## src/rtl/input_pkg.sv

```systemverilog
// Shared defaults, channel naming and a counter-width helper for the input conditioner.
package input_pkg;

   localparam int DEF_CLK_DIV      = 100000;
   localparam int DEF_STABLE_TICKS = 8;
   localparam int DEF_RPT_DELAY    = 500;
   localparam int DEF_RPT_RATE     = 100;

   typedef enum logic [2:0] {
      CH_UP,
      CH_RIGHT,
      CH_DOWN,
      CH_LEFT,
      CH_SEL
   } ch_idx_e;

   // Bits needed to hold 0..n_states-1, never less than one.
   function automatic int cnt_width(input int n_states);
      return (n_states > 1) ? $clog2(n_states) : 1;
   endfunction

endpackage

```

## src/rtl/debounce_channel.sv

```systemverilog
// One conditioned input: 2-flop synchroniser, tick-based stability counter, edge pulses.
// Auto-repeat logic exists only when INPUT_CONDITIONER_AUTO_REPEAT_EN is defined.
module debounce_channel
   import input_pkg::*;
#(
   parameter int   STABLE_TICKS = DEF_STABLE_TICKS,
   parameter int   RPT_DELAY    = DEF_RPT_DELAY,
   parameter int   RPT_RATE     = DEF_RPT_RATE,
   parameter logic INV          = 1'b0
) (
   input  logic clk,
   input  logic rst_n,
   input  logic tick,
   input  logic raw,
   output logic level,
   output logic rise_pulse,
   output logic fall_pulse,
   output logic rpt_pulse
);

   localparam int              SW          = cnt_width(STABLE_TICKS);
   localparam logic [SW-1:0]   STABLE_LAST = SW'(STABLE_TICKS - 1);

   logic [1:0]    sync;
   logic [SW-1:0] stable_cnt;
   logic          differ;
   logic          accept;

   assign differ = sync[1] ^ level;
   assign accept = tick & differ & (stable_cnt == STABLE_LAST);

   always_ff @(posedge clk or negedge rst_n) begin
      if (!rst_n) begin
         sync <= 2'b00;
      end else begin
         sync <= {sync[0], raw ^ INV};
      end
   end

   always_ff @(posedge clk or negedge rst_n) begin
      if (!rst_n) begin
         level      <= 1'b0;
         stable_cnt <= '0;
         rise_pulse <= 1'b0;
         fall_pulse <= 1'b0;
      end else begin
         rise_pulse <= accept & ~level;
         fall_pulse <= accept & level;
         if (accept) begin
            level      <= ~level;
            stable_cnt <= '0;
         end else if (tick) begin
            stable_cnt <= differ ? stable_cnt + SW'(1) : '0;
         end
      end
   end

`ifdef INPUT_CONDITIONER_AUTO_REPEAT_EN
   localparam int RPT_MAX = (RPT_DELAY > RPT_RATE) ? RPT_DELAY : RPT_RATE;
   localparam int RW      = cnt_width(RPT_MAX + 1);

   logic [RW-1:0] rpt_left;
   logic          rpt_fire;

   // A release tick wins over a coincident repeat.
   assign rpt_fire = tick & level & ~accept & (rpt_left == RW'(1));

   always_ff @(posedge clk or negedge rst_n) begin
      if (!rst_n) begin
         rpt_left  <= '0;
         rpt_pulse <= 1'b0;
      end else begin
         rpt_pulse <= rpt_fire;
         if (accept) begin
            rpt_left <= level ? '0 : RW'(RPT_DELAY);
         end else if (rpt_fire) begin
            rpt_left <= RW'(RPT_RATE);
         end else if (tick && level && (rpt_left != '0)) begin
            rpt_left <= rpt_left - RW'(1);
         end
      end
   end
`else
   assign rpt_pulse = 1'b0;
`endif

endmodule

```

## src/rtl/input_conditioner.sv

```systemverilog
// Input conditioner top: shared sample-tick generator feeding N_CH debounce channels.
// Auto-repeat is compiled in only when INPUT_CONDITIONER_AUTO_REPEAT_EN is defined.
module input_conditioner
   import input_pkg::*;
#(
   parameter int              N_CH         = 5,
   parameter int              CLK_DIV      = DEF_CLK_DIV,
   parameter int              STABLE_TICKS = DEF_STABLE_TICKS,
   parameter logic [N_CH-1:0] IN_INV       = '0,
   parameter int              RPT_DELAY    = DEF_RPT_DELAY,
   parameter int              RPT_RATE     = DEF_RPT_RATE
) (
   input  logic            clk,
   input  logic            rst_n,
   input  logic [N_CH-1:0] raw_i,
   output logic [N_CH-1:0] level_o,
   output logic [N_CH-1:0] press_o,
   output logic [N_CH-1:0] release_o,
   output logic [N_CH-1:0] rpt_o,
   output logic            tick_o
);

   localparam int            DW       = cnt_width(CLK_DIV);
   localparam logic [DW-1:0] DIV_LAST = DW'(CLK_DIV - 1);

   logic [DW-1:0] div_cnt;
   logic [DW-1:0] div_next;

   always_comb begin
      div_next = (div_cnt == DIV_LAST) ? '0 : div_cnt + DW'(1);
   end

   // tick_o is registered from the next count so it is low throughout reset.
   always_ff @(posedge clk or negedge rst_n) begin
      if (!rst_n) begin
         div_cnt <= '0;
         tick_o  <= 1'b0;
      end else begin
         div_cnt <= div_next;
         tick_o  <= (div_next == DIV_LAST);
      end
   end

   for (genvar c = 0; c < N_CH; c++) begin : g_ch
      debounce_channel #(
         .STABLE_TICKS (STABLE_TICKS),
         .RPT_DELAY    (RPT_DELAY),
         .RPT_RATE     (RPT_RATE),
         .INV          (IN_INV[c])
      ) u_ch (
         .clk        (clk),
         .rst_n      (rst_n),
         .tick       (tick_o),
         .raw        (raw_i[c]),
         .level      (level_o[c]),
         .rise_pulse (press_o[c]),
         .fall_pulse (release_o[c]),
         .rpt_pulse  (rpt_o[c])
      );
   end

endmodule

```

## config.mk

```make
export PLATFORM = sky130hd
export DESIGN_NAME = input_conditioner
export DESIGN_NICKNAME = d
export VERILOG_FILES = /design/src/rtl/input_pkg.sv /design/src/rtl/debounce_channel.sv /design/src/rtl/input_conditioner.sv
export SDC_FILE = /design/constraint.sdc
export NUM_CORES = 1
export LEC_CHECK = 0
export CAP_MARGIN = 40
export CORE_MARGIN = 2
export CORE_UTILIZATION = 55
export CTS_CLUSTER_DIAMETER = 40
export DETAILED_ROUTE_END_ITERATION = 8
export PLACE_DENSITY = 0.78
export SYNTH_ARGS = -nofsm -noshare
export SYNTH_HDL_FRONTEND = slang
export SYNTH_SLANG_ARGS = --single-unit
```

## constraint.sdc

```tcl
create_clock -name clk -period 2.3 [get_ports clk]
set_input_delay 0.345 -clock clk [delete_from_list [all_inputs] [get_ports clk]]
set_output_delay 0.345 -clock clk [all_outputs]
set_load 0.02 [all_outputs]
```

=== Word-level counts from Yosys, hierarchy flattened ===
Cells that the tools add are included.
W data, S select, Z words.

* Add/sub/neg operators: 6
* $mul: 0
* Divide/modulo/power cells: 0
* Magnitude comparators: 0
* Eq/ne operators: 7
* Shift-type cells: 0
* Muxes and demuxes: 16
* Bitwise gates (word level): 30
* Reduce and logical (&&, ||, !) cells: 5

{| class="wikitable"
|+ Operator list
! kind !! count
|-
| $mux W3 || 15
|-
| $eq A17 B17 Y1 const B || 2
|-
| $and A1 B1 Y1 || 20
|-
| $add A17 B1 Y17 const B || 1
|-
| $mux W17 || 1
|-
| $add A3 B1 Y3 const B || 5
|-
| $eq A3 B3 Y1 const B || 5
|-
| $reduce_bool A2 Y1 || 5
|-
| $not A1 Y1 || 5
|-
| $xor A1 B1 Y1 || 5
|}

* Register bits after elaboration: 58
* Bits in latches: 0
* RAM bits: 0
* Bits in read-only memories: 0
* Input port bits: 7
* Output and inout port bits: 21
* Logic and storage cells: 91
* Memories kept: 0

=== Longest topological paths before layout ===
Gate-level depths: netlist of the first run.

* Depth in word-level cells: 4
* Gate-level depth with buffers: 6
* Depth with buffers taken out: 6

=== By module ===
A second synthesis of the first run with hierarchy kept.

* Cell total of the unflattened synthesis: 239
* Area total of the unflattened synthesis: 2737.6 µm²

{| class="wikitable"
|+ Modules (own cells, without submodules)
! module !! instances !! cells each !! area each (µm²) !! seq. area each (µm²)
|-
| debounce_channel || 5 || 26 || 326.6 || 200.2
|-
| input_conditioner || 1 || 109 || 1104.8 || 450.4
|}

=== Worst setup path before layout of the first run ===
Ideal clock, no wire load.

* Kind: flip-flop to flip-flop
* Start: reg div_cnt[0]
* End: reg tick_o
* Library setup time: 0.094 ns
* Arrival: 1.774 ns
* Data required time: 2.206 ns
* Path slack: 0.432 ns
* Stages on the path, launching flop included: 7
* Path buffers: 0
* Period minus slack after synthesis: 1.868 ns
* Path through: dfrtp_1 ha_1 and4_1 nand4_1 xnor2_1 or4b_4 nor4b_4

* Word-level cells in the longest chain between the ends: 3
* Elaborated cells on any way between the ends: 4
* Classes of those cells: add/sub: 1; eq/ne: 2; mux: 1

{| class="wikitable"
|+ Ends and longest elaborated chain
! element !! line !! RTL
|-
| start: declaration || input_conditioner.sv:26 || <nowiki>logic [DW-1:0] div_cnt;</nowiki>
|-
| start signal: assignment || input_conditioner.sv:39 || <nowiki>div_cnt <= div_next;</nowiki>
|-
| $add A17 B1 Y17 / $eq A17 B17 Y1 (equally long branches) || input_conditioner.sv:30 || <nowiki>div_next = (div_cnt == DIV_LAST) ? '0 : div_cnt + DW'(1);</nowiki>
|-
| $mux W17 * || input_conditioner.sv:30 ||
|-
| via div_next[14] || input_conditioner.sv:27 || <nowiki>logic [DW-1:0] div_next;</nowiki>
|-
| $eq A17 B17 Y1 * || input_conditioner.sv:40 || <nowiki>tick_o <= (div_next == DIV_LAST);</nowiki>
|-
| end signal: assignment || input_conditioner.sv:40 ||
|-
| end: declaration || input_conditioner.sv:20 || <nowiki>output logic tick_o</nowiki>
|}

The timed path passes the listed nets; every way through them passes the cells marked *.
A chain may end at the register's enable or synchronous reset.

=== Worst setup path in the final report of the first run ===
Same ends and word-level chain as after synthesis.

==> flow_summary.toml, run 1 <==
[grt]
busiest_layer = "met2"
grt_usage_pct = 16.3
grt_pass1_vias = 1519
antenna_found_initial = 0
grt_overflow = 0
grt_pass1_wl_microns = 6540
met1_usage_pct = 20.1
grt_max_degree = 31
gr-usage-met3_pct = 7.00
gr-usage-met2_pct = 25.3

[drt]
avgRoutedWirePerCell_microns = 12.1
drt_iter0_markers = 81
drt-total-wl_microns = 3770
vias = 1616
first_pass_iters = 4
routed_via_density = 5.20
ant_nets = 0
drc = 0

[clocking]
clkTransAtPathRegs_ns = 0.06
clock-sinks = 58
clock_latency_ns = 0.32
cts_buffer_depth = 2
cts_setup_buffers = 0
cts-hold-fix-buffers = 0
cts_tree = "done"
cts_buffers = 9
post_cts_resized = 0
cts_max_level = 3
root_buffer = "clkbuf_8"

[setup_path]
cp_data_arrival_time_ns = 2.22
worstPathRequired_ns = 2.53
end_kind = "flip-flop"
r2r_setup_slack_ns = 0.31
r2r_end = "tick_o"
crit_path_start_kind = "flip-flop"
reg2reg_depth = 6
reg2reg_from = "div_cnt[0]"
crit_type = "reg2reg"
crit_fanout = 5

[sta]
setup_viol_count_final = 0
fin_worst_skew_ns = 0.00739
worst_pin_slew_ns = 0.648
slew_viol_final = 0
tns_ns = 0
min_period_over_period_pct = 86.5
min_period_ns = 1.99
finalHoldViolCount = 0
slew_headroom_pct = 56.8
max_freq_mhz = 503
rsz0062_at_grt = "no"

[floorplan]
die_area_sq_um = 5400
io_pins = 28
start_util_pct = 56.6
die_width_microns = 73.5
die_h_microns = 73.5
fp-row-count = 25
core_sq_um = 4690

[yosys]
synthCells = 238
synth_warnings = 0
synth-edff-count = 0
yosys.area.top_type = "dfrtp_1"
synth_area_leaders = "dfrtp_1 55%, buf_4 5.9%, ha_1 5.2%"
synth_top_area_share_pct = 54.6
netlist_area_sq_um = 2660
synth_cell_types = 36
ys.flop_type = "dfrtp_1"
synth-seq-cells = 58
syn_avg_cell_area_sq_um = 11.2
seq_area_frac_synth_pct = 54.6
async_flop_share_pct = 100

[cells_and_area]
fin_nets = 271
layout-drive-gt1-share_pct = 12.8
diodes = 0
area_delta_synth_final_pct = 14.2

[run]
drv_cap = 0

[power]
clock_power_share_pct = 48.4
peakVddDrop_mv = 0.388
seq_power_share_pct = 49.2
power_density_nw_per_um2 = 693
switching_share_pct = 18.6
power_uw = 2100
pwr-share-comb_pct = 2.4
leakagePower_uw = 0.00146
switching_power_uw = 390
p_int_uw = 1710

[place]
numPortBuffers = 22
place_congestion = 0.795
hpwl_microns = 2710

[outcome]
status = "finished clean"

[worst_hold_path]
hp-class = "in2async"
==> flip-flops by register name, indices dropped and copies added (netlist names) <==
signal	flops
div_cnt	17
g_ch.u_ch.stable_cnt	15
g_ch.u_ch.sync	10
g_ch.u_ch.level	5
g_ch.u_ch.rise_pulse	5
tick_o	1
g_ch.u_ch.fall_pulse	5
==> power by group through the flow <==
| stage | logic [uW] | clock network (uW) | registers [uW] |
|---|---|---|---|
| detailed placement | 53.1 | 0 | 1050 |
| CTS | 53.2 | 1050 | 1030 |
| finish | 51.3 | 1020 | 1030 |
| global route | 58.1 | 1110 | 1030 |
| floorplan | 24.9 | 0 | 1050 |
| global placement | 52.8 | 0 | 1050 |
==> cells by family after synthesis <==
family	Yosys count	share of synthesized area, %
XOR/XNOR	14	4.61
multiplexers	9	3.77
adder cells (fa/ha/maj)	11	5.18
AO/OA/AOI/OAI	23	5.60
flip-flops	58	54.6
buffers and inverters	38	8.38
other	1	0.141
AND/OR/NAND/NOR	84	17.7
==> per-layer routing <==
| metal | wire length [microns] | share of wire [%] |
|---|---|---|
| met5 | 0 | 0 |
| met2 | 1790 | 47 |
| met3 | 138 | 3.7 |
| met4 | 51 | 1.4 |
| met1 | 1800 | 48 |
==> metrics by stage <==
| step | cell area (sq um) | std cells | hold slack [ns] | setup WS [ns] | util, % |
|---|---|---|---|---|---|
| final | 3040 | 311 | 0.0435 | 0.311 | 64.7 |
| after global routing | 3040 | 311 | 0.0611 | 0.176 | 64.7 |
| after CTS | 3040 | 311 | 0.0406 | 0.304 | 64.7 |
| after detailed placement | 2820 | 296 | 0.335 | 0.317 | 60.0 |
| after global placement | 2820 | 296 | 0.333 | 0.378 | 60.0 |
| after floorplan | 2670 | 242 | 0.0494 | 0.432 | - |
==> layout make-up <==
class                      instances  area (sq um)
clock buffer                      13           159
clock inverter                     2          60.1
sequential                        58          1450
inverter                          13          48.8
fill                             367          1660
timing repair buffer              25           250
tap                               54          67.6
multi-input combinational        146           998
==> placed cells by master, fill, tap and decap left out, drive strengths merged, types with 3 or more instances in the layout <==
master / count
conb: 5
dfrtp: 58
clkdlybuf4s50: 21
inv: 13
buf: 4
and4: 3
and3: 7
nand2b: 11
xor2: 7
clkbuf: 13
ha: 11
xnor2: 7
nand3: 4
mux2: 8
nand4: 3
o21ai: 4
nor2: 22
nand2: 21
o22ai: 10
a21o: 5
==> worst max-delay path, stage by stage, from the launching register on <==
cell and delay (ns):
dfrtp_1 0.37, ha_1 0.22, and4_1 0.29, nand4_1 0.12
xnor2_1 0.16, or4b_4 0.55, nor4b_4 0.20
==> synth_stat cells (7+ instances only) <==
library cell	instances
inv_1	13
xnor2_1	7
dfrtp_1	58
ha_1	11
xor2_1	7
buf_4	21
mux2_2	8
nand2b_1	11
o22ai_1	10
and3_1	7
nor2_1	22
nand2_1	21
==> how the worst max path moves through the flow <==
stage	startpoint	endpoint	slack, ns	cells past startpoint
floorplan	div_cnt[0]	tick_o	0.43	6
global placement	div_cnt[0]	tick_o	0.38	6
detailed placement	div_cnt[0]	tick_o	0.32	6
CTS	div_cnt[0]	tick_o	0.30	6
global route	div_cnt[0]	tick_o	0.18	6
finish	div_cnt[0]	tick_o	0.31	6
Note: power is estimated with default switching activity, not from simulation.
==> run 2: changes to the inputs <==
--- a/config.mk
+++ b/config.mk
@@ -13,4 +13,5 @@
 export PLACE_DENSITY = 0.78
 export SYNTH_ARGS = -nofsm -noshare
 export SYNTH_HDL_FRONTEND = slang
+export SYNTH_HIERARCHICAL = 1
 export SYNTH_SLANG_ARGS = --single-unit
==> run 2 against run 1 <==
Non-clock buffer count rose by 2. Clock skew barely moved. Global-route usage rose by 2.5 points. Die area rose by 2.8%. Largest cell class unchanged. Largest power group unchanged.
==> flow_summary.toml, run 2 <==
[clocking]
cts_buffers = 9
clock-sinks = 58
clkTransAtPathRegs_ns = 0.06
cts_buffer_depth = 2
cts_tree = "done"
cts_max_level = 3
root_buffer = "clkbuf_8"
clock_latency_ns = 0.33

[drt]
drt_iter0_markers = 159
first_pass_iters = 4
routed_via_density = 5.32
vias = 1799
drt-total-wl_microns = 4480
drc = 0
ant_nets = 0
avgRoutedWirePerCell_microns = 13.3

[power]
leakagePower_uw = 0.00138
power_density_nw_per_um2 = 616
clock_power_share_pct = 45.0
pwr-share-comb_pct = 2.4
peakVddDrop_mv = 0.390
p_int_uw = 1540
switching_power_uw = 427
seq_power_share_pct = 52.5
switching_share_pct = 21.7

[floorplan]
start_util_pct = 57.6
die_h_microns = 74.6
core_sq_um = 4750
die_width_microns = 74.6
fp-row-count = 25
die_area_sq_um = 5560
io_pins = 28

[cells_and_area]
mostFrequentLayoutCell = "dfrtp_1"
top_register = "div_cnt"
layout-drive-gt1-share_pct = 12.9
largest_reg_flops = 17
layout_common_cells = "58 x dfrtp_1, 22 x nand2_1, 21 x clkdlybuf4s50_1"
diodes = 0
fillers = 367
fin_nets = 284
area_delta_synth_final_pct = 16.8
largestRegisters = "div_cnt x17, g_ch.u_ch/stable_cnt x15, g_ch.u_ch/sync x10"
layout.cells.non_filler = 338

[yosys]
synth_area_leaders = "dfrtp_1 53%, ha_1 5.0%, xnor2_1 3.5%"
synthCells = 239
synthTopCellsByCount = "58 x dfrtp_1, 22 x nand2_1, 18 x inv_1"
seq_area_frac_synth_pct = 53.0
synth.most_common_cell = "dfrtp_1"
syn_avg_cell_area_sq_um = 11.5
synth_top_area_share_pct = 53.0
synth_warnings = 6
ys.flop_type = "dfrtp_1"
synth-seq-cells = 58
synth-edff-count = 0
synth_nets = 257
yosys.area.top_type = "dfrtp_1"
netlist_area_sq_um = 2740
async_flop_share_pct = 100
synth_cell_types = 47

[setup_path]
crit_path_start_kind = "flip-flop"
cp_data_arrival_time_ns = 2.37
worstPathRequired_ns = 2.52
crit_fanout = 9
r2r_setup_slack_ns = 0.15
end_kind = "flip-flop"
startpoint = "div_cnt[0]"
reg2reg_depth = 6
endpoint = "tick_o"
crit_type = "reg2reg"
r2r_end = "tick_o"
reg2reg_from = "div_cnt[0]"

[place]
placedCellCount = 321
place_congestion = 0.831
hpwl_microns = 3090
numPortBuffers = 22

[sta]
tns_ns = 0
fin_worst_skew_ns = 0.00697
setup_viol_count_final = 0
min_period_ns = 2.15
slew_viol_final = 0
rsz0062_at_grt = "no"
worst_pin_slew_ns = 0.558
max_freq_mhz = 466
finalHoldViolCount = 0
min_period_over_period_pct = 93.4
slew_headroom_pct = 62.8

[grt]
grt_usage_pct = 18.8
grt_max_degree = 36
grt_pass1_wl_microns = 7730
grt_pass1_vias = 1757
grt_overflow = 0
antenna_found_initial = 0

[outcome]
status = "finished clean"

[run]
drv_cap = 0

[worst_hold_path]
hp-class = "reg2reg"
[run 2: area by class of cell]
type                            count  area, sq um  area share (%)
Sequential cell                    58         1450            45.4
Timing Repair Buffer               27          268            8.37
Tap cell                           67         83.8            2.62
Clock inverter                      5         55.1            1.72
Clock buffer                       11          131            4.11
Inverter                           19         71.3            2.23
Multi-Input combinational cell    151         1140            35.6
[run 2: layer usage]
| layer | wire, microns | GRT usage [%] |
|---|---|---|
| met5 | 0 | 0 |
| met4 | 74 | 8.53 |
| met3 | 191 | 7.86 |
| met2 | 2160 | 29.6 |
| met1 | 2060 | 22.6 |
[run 2: cells by family after synthesis]
kind of cell / after synthesis / share of synthesized area, %
muxes: 6 / 2.47
and+or+nand+nor: 87 / 20.3
adders and majority gates: 11 / 5.03
other: 5 / 0.686
xor gates and xnor gates: 20 / 6.40
AOI/OAI and AO/OA: 22 / 6.63
buffers and inverters: 30 / 5.44
DFF: 58 / 53.0
[run 2: worst min-delay path by stage]
stage / endpoint / depth (start not counted) / start / slack, ns
after global placement: g_ch[2].u_ch/sync[1] / 0 / g_ch[2].u_ch/sync[0] / 0.33
after floorplan: div_cnt[0] / 0 / rst_n / 0.05
final: g_ch[0].u_ch/sync[1] / 0 / g_ch[0].u_ch/sync[0] / 0.35
after global routing: g_ch[0].u_ch/sync[1] / 0 / g_ch[0].u_ch/sync[0] / 0.35
after detailed placement: g_ch[0].u_ch/sync[1] / 0 / g_ch[0].u_ch/sync[0] / 0.34
after CTS: g_ch[0].u_ch/sync[1] / 0 / g_ch[0].u_ch/sync[0] / 0.35
[run 2: timing repair]
| action | in CTS | in global routing |
|---|---|---|
| hold buffers | 1 | 0 |
| setup endpoints to repair | 0 | 0 |
| gates resized for setup | 0 | 0 |
| hold endpoints to repair | 9 | 0 |
| buffers inserted | 0 | 0 |
[run 2: metrics by stage]
step           power, uW  setup WS, ns  cell area, sq um  utilization, %  hold WS, ns
6_report            1970         0.152              3200            67.3        0.349
5_1_grt             2060        0.0251              3200            67.3        0.353
4_1_cts             2010         0.141              3200            67.3        0.351
3_5_place_dp        1100         0.161              3000            63.1        0.336
3_3_place_gp        1100         0.232              3000            63.1        0.333
2_1_floorplan       1070         0.247              2740               -       0.0494
[run 2: power groups by stage]
stage | sequential, uW | combinational (uW) | clock (uW)
4_1_cts | 1030 | 50.1 | 921
3_3_place_gp | 1050 | 48.5 | 0
2_1_floorplan | 1050 | 20.7 | 0
5_1_grt | 1030 | 54.7 | 973
6_report | 1030 | 48.0 | 887
3_5_place_dp | 1050 | 48.4 | 0
[run 2: worst max-delay path, cell delays in order (launching register included)]
cell	delay, ns
dfrtp_1	0.39
ha_1	0.20
nand3_2	0.18
or4_1	0.55
nor2_1	0.13
mux2_2	0.36
a2111oi_2	0.22
==> run 3: changes to the inputs <==
--- a/config.mk
+++ b/config.mk
@@ -6,11 +6,13 @@
 export NUM_CORES = 1
 export LEC_CHECK = 0
 export CAP_MARGIN = 40
+export CELL_PAD_IN_SITES_DETAIL_PLACEMENT = 0
+export CELL_PAD_IN_SITES_GLOBAL_PLACEMENT = 1
 export CORE_MARGIN = 2
-export CORE_UTILIZATION = 55
+export CORE_UTILIZATION = 45
 export CTS_CLUSTER_DIAMETER = 40
 export DETAILED_ROUTE_END_ITERATION = 8
-export PLACE_DENSITY = 0.78
+export PLACE_DENSITY_LB_ADDON = 0.1
 export SYNTH_ARGS = -nofsm -noshare
 export SYNTH_HDL_FRONTEND = slang
 export SYNTH_HIERARCHICAL = 1
==> run 3 against run 2 <==
Wire length is 4.0% higher. Die area grew 21%. Setup slack gained 0.036 ns. Sequential power about the same. Largest cell class unchanged. Worst hold slack lost 0.33 ns. Combinational power is 0.8% lower. Final area is 2.0% higher.
==> flow_summary.toml, run 3 (synthesis gave the netlist of run 2 again) <==
[clocking]
clock_latency_ns = 0.32
cts_tree = "done"
clkTransAtPathRegs_ns = 0.07
root_buffer = "clkbuf_8"
clock-sinks = 58
cts_buffer_depth = 2
cts-hold-fix-buffers = 0
post_cts_resized = 0
cts_setup_buffers = 0
cts_max_level = 3
cts_buffers = 9

[cells_and_area]
largestRegisters = "div_cnt x17, g_ch.u_ch/stable_cnt x15, g_ch.u_ch/sync x10"
diodes = 0
largest_reg_flops = 17
layout_common_cells = "58 x dfrtp_1, 22 x nand2_1, 21 x clkdlybuf4s50_1"
top_register = "div_cnt"
fin_nets = 287
fin_area_sq_um = 3260
area_delta_synth_final_pct = 19.1
mostFrequentLayoutCell = "dfrtp_1"
layout-drive-gt1-share_pct = 14.6

[run]
drv_cap = 0

[setup_path]
crit_path_start_kind = "flip-flop"
cp_data_arrival_time_ns = 2.33
r2r_setup_slack_ns = 0.19
worstPathRequired_ns = 2.52
r2r_end = "tick_o"
end_kind = "flip-flop"
reg2reg_from = "div_cnt[0]"
reg2reg_depth = 6
crit_type = "reg2reg"
crit_fanout = 8

[floorplan]
die_area_sq_um = 6720
die_width_microns = 82.0
start_util_pct = 46.5
core_sq_um = 5890
fp-row-count = 28
io_pins = 28
die_h_microns = 82.0

[outcome]
status = "finished clean"

[power]
leakagePower_uw = 0.00142
peakVddDrop_mv = 0.443
power_density_nw_per_um2 = 647

[drt]
ant_nets = 0
vias = 1782
drc = 0
routed_via_density = 5.11
drt_iter0_markers = 80
avgRoutedWirePerCell_microns = 13.4
drt-total-wl_microns = 4660
first_pass_iters = 4

[sta]
min_period_over_period_pct = 91.8
min_period_ns = 2.11
slew_viol_final = 0
finalHoldViolCount = 0
slew_headroom_pct = 61.0
fin_worst_skew_ns = 0.00623
setup_viol_count_final = 0
worst_pin_slew_ns = 0.584
tns_ns = 0
max_freq_mhz = 473
rsz0062_at_grt = "no"

[grt]
grt_overflow = 0
antenna_found_initial = 0
grt_usage_pct = 16.0
grt_pass1_wl_microns = 7980
grt_pass1_vias = 1706
grt_max_degree = 36

[place]
placed_area_sq_um = 3030
numPortBuffers = 22
place_congestion = 0.773
hpwl_microns = 3240

[worst_hold_path]
hp-class = "in2async"
run 3: changes by cell type in the layout (fill, tap and decap cells not counted):
| cell | previous run | this run |
|---|---|---|
| buf_4 | 3 | 7 |
| bufinv_16 | 1 | 2 |
| clkbuf_1 | 2 | 1 |
| clkbuf_8 | 9 | 10 |
| clkinvlp_4 | 2 | 1 |
| dlygate4sd3_1 | 1 | 0 |
run 3: power by group:
group | switching, uW | leakage, uW | internal, uW
Sequential | 5.88 | 0.000773 | 1030
Clock | 390 | 0.000109 | 636
Combinational | 31.8 | 0.000536 | 15.7
run 3: layout make-up:
class	instances	area [sq um]
tap	75	93.8
clock inverter	5	77.6
inverter	19	71.3
multi-input combinational	151	1140
timing repair buffer	30	288
sequential	58	1450
clock buffer	11	141
fill	517	2630
run 3: how the worst max path moves through the flow:
| stage | slack (ns) | from | cells past startpoint | to |
|---|---|---|---|---|
| 2_1_floorplan | 0.25 | div_cnt[0] | 6 | tick_o |
| 3_3_place_gp | 0.22 | div_cnt[0] | 6 | tick_o |
| 3_5_place_dp | 0.17 | div_cnt[0] | 6 | tick_o |
| 4_1_cts | 0.16 | div_cnt[0] | 6 | tick_o |
| 5_1_grt | 0.008 | div_cnt[0] | 6 | tick_o |
| 6_report | 0.19 | div_cnt[0] | 6 | tick_o |
run 3: critical path, stage by stage (launching register included):
cell and delay, ns:
dfrtp_1 0.38, ha_1 0.21, nand3_2 0.17, or4_1 0.55, nor2_1 0.13, mux2_2 0.35
a2111oi_2 0.21
run 3: stage by stage:
step	worst slack [ns]	power, uW	instances	utilization, %	hold slack (ns)
3_3_place_gp	0.217	1100	332	51.6	0.335
4_1_cts	0.157	2150	348	55.3	0.0264
6_report	0.188	2110	349	55.4	0.0217
5_1_grt	0.00777	2200	349	55.4	0.0558
3_5_place_dp	0.167	1100	332	51.6	0.335
2_1_floorplan	0.247	1070	239	-	0.0494
run 3: layer usage:
metal  up-vias  wire length, microns  global-route usage [%]
met5         -                     0                       0
met4         0                    80                    7.50
li1        891                     -                       -
met2        22                  2160                    23.7
met3         5                   149                    4.95
met1       864                  2270                    21.3
